==> src/rtl/cbus_rr_arbiter.sv <==
// Round-robin CBus arbiter: N requesters share one master port,
// with per-owner lock chains bounded in count and idle time.
package cbus_pkg;

  typedef struct packed {
    logic        valid;
    logic        write;
    logic [3:0]  be;
    logic [31:0] addr;
    logic [31:0] wdata;
  } cbus_req_t;

  typedef struct packed {
    logic        ready;
    logic        last;
    logic        err;
    logic [31:0] rdata;
  } cbus_resp_t;

  typedef enum logic [1:0] {
    ST_IDLE = 2'd0,
    ST_BUSY = 2'd1,
    ST_HOLD = 2'd2
  } arb_state_t;

endpackage

module cbus_rr_arbiter
  import cbus_pkg::*;
#(
  parameter int NUM_INPUTS   = 2,
  parameter int LOCK_MAX     = 4,
  parameter int HOLD_TIMEOUT = 16,
  localparam int IDXW = (NUM_INPUTS > 1) ? $clog2(NUM_INPUTS) : 1
) (
  input  logic                  clk,
  input  logic                  reset,
  input  cbus_req_t             ireqs  [NUM_INPUTS],
  input  logic [NUM_INPUTS-1:0] ilock,
  output cbus_resp_t            iresps [NUM_INPUTS],
  output cbus_req_t             oreq,
  input  cbus_resp_t            oresp,
  output logic                  grant_valid,
  output logic [IDXW-1:0]       grant_idx
);

  localparam int LCW = $clog2(LOCK_MAX) + 1;
  localparam int HCW = $clog2(HOLD_TIMEOUT) + 1;

  localparam logic [LCW-1:0]  LOCK_LIM = LCW'(LOCK_MAX - 1);
  localparam logic [HCW-1:0]  HOLD_LIM = HCW'(HOLD_TIMEOUT - 1);
  localparam logic [IDXW-1:0] LAST_IDX = IDXW'(NUM_INPUTS - 1);

  arb_state_t      state, state_n;
  logic [IDXW-1:0] owner, owner_n;
  logic [IDXW-1:0] ptr, ptr_n;
  logic [LCW-1:0]  lock_cnt, lock_n;
  logic [HCW-1:0]  hold_cnt, hold_n;

  logic            found;
  logic [IDXW-1:0] pick;
  logic [IDXW-1:0] cidx;
  int              cand;

  logic            xfer_done;
  logic            owner_valid;
  logic            owner_lock;

  assign xfer_done   = oresp.ready && oresp.last;
  assign owner_valid = ireqs[owner].valid;
  assign owner_lock  = ilock[owner];

  // Scan downward so the candidate closest to ptr wins.
  always_comb begin
    found = 1'b0;
    pick  = '0;
    cand  = 0;
    cidx  = '0;
    for (int k = NUM_INPUTS - 1; k >= 0; k--) begin
      cand = int'(ptr) + k;
      if (cand >= NUM_INPUTS) begin
        cand = cand - NUM_INPUTS;
      end
      cidx = IDXW'(cand);
      if (ireqs[cidx].valid) begin
        found = 1'b1;
        pick  = cidx;
      end
    end
  end

  always_ff @(posedge clk or negedge reset) begin
    if (!reset) begin
      state    <= ST_IDLE;
      owner    <= '0;
      ptr      <= '0;
      lock_cnt <= '0;
      hold_cnt <= '0;
    end else begin
      state    <= state_n;
      owner    <= owner_n;
      ptr      <= ptr_n;
      lock_cnt <= lock_n;
      hold_cnt <= hold_n;
    end
  end

  always_comb begin
    state_n = state;
    owner_n = owner;
    ptr_n   = ptr;
    lock_n  = lock_cnt;
    hold_n  = hold_cnt;
    unique case (state)
      ST_IDLE: begin
        if (found) begin
          owner_n = pick;
          state_n = ST_BUSY;
        end
      end
      ST_BUSY: begin
        if (xfer_done) begin
          ptr_n = (owner == LAST_IDX) ? '0 : owner + 1'b1;
          if (owner_lock && (lock_cnt < LOCK_LIM)) begin
            lock_n  = lock_cnt + 1'b1;
            hold_n  = '0;
            state_n = ST_HOLD;
          end else begin
            lock_n  = '0;
            state_n = ST_IDLE;
          end
        end
      end
      ST_HOLD: begin
        if (owner_valid) begin
          state_n = ST_BUSY;
        end else if (!owner_lock) begin
          lock_n  = '0;
          state_n = ST_IDLE;
        end else if (hold_cnt == HOLD_LIM) begin
          lock_n  = '0;
          state_n = ST_IDLE;
        end else begin
          hold_n = hold_cnt + 1'b1;
        end
      end
      default: state_n = ST_IDLE;
    endcase
  end

  always_comb begin
    oreq        = '0;
    grant_valid = 1'b0;
    for (int i = 0; i < NUM_INPUTS; i++) begin
      iresps[i] = '0;
    end
    if (state == ST_BUSY) begin
      oreq          = ireqs[owner];
      iresps[owner] = oresp;
      grant_valid   = 1'b1;
    end
  end

  assign grant_idx = owner;

endmodule
==> config.mk <==
export PLATFORM = sky130hd
export DESIGN_NAME = cbus_rr_arbiter
export DESIGN_NICKNAME = d
export VERILOG_FILES = /design/src/rtl/cbus_rr_arbiter.sv
export SDC_FILE = /design/constraint.sdc
export NUM_CORES = 1
export LEC_CHECK = 0
export CORE_AREA = 2 2 123 125
export CTS_CLUSTER_SIZE = 28
export DETAILED_ROUTE_END_ITERATION = 10
export DIE_AREA = 0 0 125 127
export HOLD_SLACK_MARGIN = 0.1
export PLACE_DENSITY = 0.63
export SYNTH_ARGS = -nofsm -noshare
export SYNTH_HDL_FRONTEND = slang
export SYNTH_SLANG_ARGS = --single-unit
==> constraint.sdc <==
create_clock -name clk -period 4.12 [get_ports clk]
set_input_delay 0.824 -clock clk [delete_from_list [all_inputs] [get_ports clk]]
set_output_delay 0.824 -clock clk [all_outputs]
set_load 0.1 [all_outputs]
==> flow_summary.json <==
{
  "clockBufferDepth": 2,
  "cts_tree": "built",
  "track_usage_pct": 14.81,
  "cp_max_fo": 37,
  "max_freq_mhz": 289.5,
  "cts-buffers-inserted": 3,
  "rsz0062_at_grt": "no",
  "ctsResizeCount": 0,
  "coreArea_mm2": 0.01442,
  "yosys.area_share.simple_pct": 38.29,
  "place.gp.congestion": 0.8875,
  "worstPathArrival_ns": 2.63,
  "fillers": 1451,
  "grt_pass1_wl_mm": 19.22,
  "synthMuxAreaShare_pct": 35.20,
  "dpl.cell_count": 784,
  "regArea_um2": 304.0,
  "setup_viol": 0,
  "synth_nets": 486,
  "hold_path_end": "ptr",
  "instances_no_fill": 789,
  "hold_viol_final": 0,
  "wl_mm": 12.83,
  "die_area_mm2": 0.01588,
  "initial_core_util_pct": 15.18,
  "drv_slew": 0,
  "fin_skew_ns": 0.001645,
  "drt_iter0_drc": 102,
  "hp-start": "ptr",
  "met3_length_um": 875,
  "path_cells": "nand2b_2, inv_1, and3_1, buf_4",
  "whs_ns": 0.4919,
  "ctsHoldBuffers": 0,
  "rr_worst_depth": 5,
  "ys_seq_area_share_pct": 13.71,
  "synth-xor-area-share_pct": 0,
  "ys_types": 32,
  "critical_path.top_delay_family": "buffers and inverters",
  "wire_per_inst_um": 16.25,
  "syn2layout_area_growth_pct": 161.1,
  "mappedNetlistArea_mm2": 0.002190,
  "min_period_ns": 3.454,
  "path_clk_slew_ns": 0.04,
  "fin_crit_sh_pct": 83.85,
  "first_global_vias": 3430,
  "tightest_slew_ns": 0.9760,
  "crit_type": "reg -> out",
  "io_pins": 321,
  "num_rows": 44,
  "rrSetupSlack_ns": 1.61,
  "synth_compound_area_share_pct": 4.743,
  "critPathCaptureType": "primary output",
  "status": "complete, no violations",
  "clock-sinks": 12,
  "grt_max_degree": 111,
  "synth_top_family_by_area": "simple AND/OR/NAND/NOR gates",
  "drive_gt1_share_pct": 26.16,
  "wl_met1_mm": 4.910,
  "ys_ff_latch": 12,
  "cap_violations": 0,
  "slew_headroom_pct": 34.86,
  "clock_latency_ns": 0.24,
  "htreeDepth": 1,
  "cts_setup_buffers": 0,
  "chipHeight_um": 127,
  "nets": 787,
  "postRouteAntennaNets": 0,
  "die_x_um": 125,
  "critPathRequiredTime_ns": 3.30,
  "cp-start-kind": "register",
  "dp_hpwl_mm": 10.47,
  "r2r_end": "hold_cnt[2]",
  "clock-root-buffer": "clkbuf_16",
  "portBuffers": 320,
  "yosysWarnings": 0,
  "worst-path-buf-inv": 2,
  "cpPeakStageDelay_ns": 0.87,
  "slowest_stage": "inv_1",
  "wl_met2_mm": 6.875,
  "avgSynthCellArea_um2": 7.203,
  "finalSetupTns_ns": 0,
  "antenna_found_initial": 0,
  "yosys.area_share.adder_pct": 1.714,
  "r2r-start": "state[1]",
  "drt-pass1-iter-count": 4,
  "vias": 3349,
  "min_path_type": "reg -> reg",
  "multi_input_area_mm2": 0.001753,
  "hold_depth": 2,
  "globalRouteOverflowTotal": 0,
  "drcViolationCount": 0,
  "synth_cells": 304,
  "vias_per_cell": 4.245,
  "routed.top_layer": "met4",
  "fin_util_pct": 39.64
}
## metrics by stage
step | area, um^2 | setup slack [ns]
global placement | 5627 | 1.011
CTS | 5715 | 0.6649
global route | 5715 | 0.4884
floorplan | 2190 | 0.2438
finish | 5718 | 0.6656
detailed placement | 5627 | 0.9235
## flip-flops by register name, summed over array words and instances, names as in the netlist
name       flops
state          2
lock_cnt       3
grant_idx      1
ptr            1
hold_cnt       5
## synthesized netlist by cell type, drive strengths merged
| master | count | share of area (%) |
|---|---|---|
| nand2 | 7 | 1.2 |
| clkbuf | 17 | 2.9 |
| buf | 10 | 2.6 |
| nor2b | 1 | 0.29 |
| and3 | 36 | 10 |
| o21ai | 7 | 1.6 |
| nand3 | 2 | 0.46 |
| and2 | 35 | 10 |
| or2 | 1 | 0.29 |
| o211ai | 1 | 0.34 |
| a21o | 1 | 0.34 |
| a31oi | 1 | 0.29 |
| nand4b | 1 | 0.40 |
| mux2i | 72 | 33 |
| a21oi | 3 | 0.69 |
| nor3 | 2 | 0.69 |
| o31ai | 1 | 0.34 |
| nor4 | 1 | 0.57 |
| or3b | 1 | 0.40 |
| a22o | 2 | 0.80 |
| ha | 3 | 1.7 |
| nand4 | 1 | 0.29 |
| dfrtp | 12 | 14 |
| inv | 5 | 0.86 |
| a21boi | 1 | 0.34 |
| nor2 | 75 | 13 |
| mux2 | 3 | 1.7 |
| nand2b | 2 | 0.57 |
## cells in the final DEF, fill, tap and decap left out, drive strengths merged, types with 2 or more instances in the layout
| cell | count |
|---|---|
| nand2 | 7 |
| nand3 | 2 |
| inv | 5 |
| and3 | 36 |
| dfrtp | 12 |
| a21oi | 3 |
| and2 | 35 |
| nor2 | 75 |
| o21ai | 7 |
| ha | 3 |
| buf | 145 |
| clkdlybuf4s50 | 178 |
| mux2i | 72 |
| nand2b | 2 |
| clkbuf | 4 |
| a22o | 2 |
| mux2 | 3 |
| nor3 | 2 |
## worst max path at each step
stage / start / endpoint / slack, ns / cells after the start
6_report: state[1] / iresps[23] / 0.67 / 4
5_1_grt: state[1] / iresps[28] / 0.49 / 4
4_1_cts: state[1] / iresps[23] / 0.66 / 4
3_5_place_dp: state[1] / iresps[23] / 0.92 / 4
3_3_place_gp: state[1] / iresps[23] / 1.01 / 4
2_1_floorplan: grant_idx / oreq[56] / 0.24 / 5
## layer usage
layer  up-vias  track usage, %
met5         -               0
met4         0           2.680
met3        13           3.057
met2       159           28.52
met1      1537           17.00
li1       1640               -
## area by class of cell
cell class              count  area share, %
repair buffers            323          58.07
diodes                      1        0.04376
multi-input cells         260          30.66
clock buffers               4          1.554
inverters                   5         0.3282
flip-flops and latches     12          5.317
well taps                 184          4.026
## worst reg2reg max path, cell delays in order (launching register included)
cell	delay (ns)
dfrtp_1	0.42
nand2b_2	0.55
inv_1	0.63
o21ai_0	0.23
a21boi_0	0.10
or3b_2	0.45
## logic make-up after synthesis
family | count (synthesis)
AND/OR/NAND/NOR | 165
multiplexers | 75
buffers and inverters | 32
AO/OA/AOI/OAI | 17
flip-flops | 12
adder cells (fa/ha/maj) | 3
Power is not shown: default switching activity piles up to over one toggle a cycle in this logic, so the estimate is an artifact.
==> RTL change (same settings) <==
Set the parameter `HOLD_TIMEOUT` to 32 (it was 16).
--- a/src/rtl/cbus_rr_arbiter.sv
+++ b/src/rtl/cbus_rr_arbiter.sv
@@ -30,7 +30,7 @@
 #(
   parameter int NUM_INPUTS   = 2,
   parameter int LOCK_MAX     = 4,
-  parameter int HOLD_TIMEOUT = 16,
+  parameter int HOLD_TIMEOUT = 32,
   localparam int IDXW = (NUM_INPUTS > 1) ? $clog2(NUM_INPUTS) : 1
 ) (
   input  logic                  clk,
Function: same outputs for any inputs over 10 cycles, from zero or initial values and one cycle with reset low; that may be too few to reach the edited logic, so the function may still have changed.
==> RTL change against the unedited design <==
Non-clock buffer count rose by 2. Sequential share of layout area rose by 0.33 points. Area after synthesis rose by 2.9%. Cell area rose by 2.0%. Routed wire length rose by 2.6%. Sequential cell count rose by 1. Setup slack improved by 0.46 ns. Largest cell class unchanged.
Power is left out: the tool's default activity adds up to more than one toggle a clock period on the data nets, which glitch-free logic cannot reach.
==> RTL change: results (changes against the unedited design) <==
The capture point of the critical path was iresps[65] (was iresps[23]). The run finished with clean final reports. The run gives 1.29 ns (was 0.923 ns) as the worst slack at placement. Number of I/O port buffers: 320 (unchanged). The worst reg2reg path endpoint was hold_cnt[3]$_DFFE_PN0P_ (was hold_cnt[2]$_DFFE_PN0P_). The run gives 0.176 (was 0.170) as the met1 routing resource usage after global routing.

Cell types with the largest area share after synthesis: mux2i_1, dfrtp_1, nor2_1, and2_1, and3_1 (was mux2i_1, dfrtp_1, nor2_1, and3_1, and2_1). The total CTS buffers was 3 (unchanged); the latest clock arrival within the worst-skew pair was 0.24 ns (about the same). The post-layout net count came out at 793 (was 787). The area fraction in compound gates after synthesis came out at 0.0806 (was 0.0474). The maximum number of pins on one net before global-route repair is 73 (was 111). For the antenna cell count, the log shows 0 (was 1).

The total routed wire length on the met1 layer came out at 5.06 mm (was 4.91 mm). The most common flop cell mapped by yosys was dfrtp_1 (unchanged). Standard cell with the maximum stage delay on the critical path: buf_4 (was inv_1). Top flop regs: hold_cnt (6), lock_cnt (3), state (2) (was hold_cnt (5), lock_cnt (3), state (2)).

The share of cell area taken by muxes after synthesis is 0.323 (was 0.352), and the count of buffers added by post-CTS timing repair for setup is 0 (unchanged). The tools report the initial antenna violation count as 0 (unchanged). The area share of xor/xnor cells in the synthesized design works out to 0 (unchanged).

The first-pass GRT wire length is 20.0 mm (was 19.2 mm), and the via count of the routed design is 3437 (was 3349). The HPWL after detailed placement was 11.0 mm (was 10.5 mm). Most frequent cells after synthesis: nor2_1, mux2i_1, and2_1, and3_1, dfrtp_1 (was nor2_1, mux2i_1, and3_1, and2_1, clkbuf_1). The largest fanout on the critical path is 72 (was 37), and the max-slew headroom at the worst pin is 0.424 (was 0.349). Endpoint arrival time on the critical path: 2.17 ns (was 2.63 ns). The number of global-route vias before repair was 3604 (was 3430); the met3 track utilization from global routing was 0.0440 (was 0.0306).

The total wire length after detailed routing came out at 13.2 mm (was 12.8 mm). The flop-to-flop setup slack was 1.90 ns (was 1.61 ns). The logs give 0.144 (was 0.137) for the sequential share of the synthesized area and 1.12 ns (was 0.666 ns) for the setup slack of the critical path after layout. The synthesized netlist net count was 491 (was 486); the met2 wirelength from detailed routing was 6.80 mm (was 6.88 mm). The area share of fa/ha/maj cells after synthesis is 0.0111 (was 0.0171), and the routed length on met3 is 1.13 mm (was 875 um). The tools report the clock skew after layout as 0.00103 ns (was 0.00164 ns). The routability-driven placement congestion ratio is 0.831 (was 0.888), and the met2 usage is 0.293 (was 0.285). For the count of distinct cell types in the synthesized netlist, the log shows 33 (was 32). The fraction of final layout cells with drive strength greater than 1 came out at 0.255 (was 0.262). The logs give 114 (was 102) for the number of violations reported at the end of detailed-routing iteration 0 and 0.154 (was 0.148) for the global-route total usage across every layer. The worst stage delay on the critical path was 0.56 ns (was 0.87 ns).
RTL change: changes by cell type after synthesis, sizes merged, moves of 3 or more:
cell    delta
and2       +3
a211o      +5
clkbuf     -4
buf        +5
o21ai      -4
inv        -4
o211a      +3
RTL change: cell type report:
cell class | instances | area (um^2)
fill | 1428 | 8590
timing repair buffer | 325 | 3390
multi-input combinational | 268 | 1800
sequential | 13 | 329
tap | 184 | 230
clock buffer | 4 | 78.8
inverter | 1 | 3.75
RTL change: stage by stage:
stage / utilization / cell area, um^2 / std cells / hold slack, ns
6_report: 0.404 / 5830 / 795 / 0.508
5_1_grt: 0.404 / 5830 / 795 / 0.546
4_1_cts: 0.404 / 5830 / 795 / 0.512
3_5_place_dp: 0.399 / 5750 / 791 / 0.502
3_3_place_gp: 0.399 / 5750 / 791 / 0.472
2_1_floorplan: - / 2250 / 310 / 0.449
RTL change: worst reg2reg max path: cells and delay by family (launching register included):
family	cells	cell delay, ns
simple gates	2	0.56
buf+inv	1	0.62
compound gates	2	0.52
flops	1	0.41
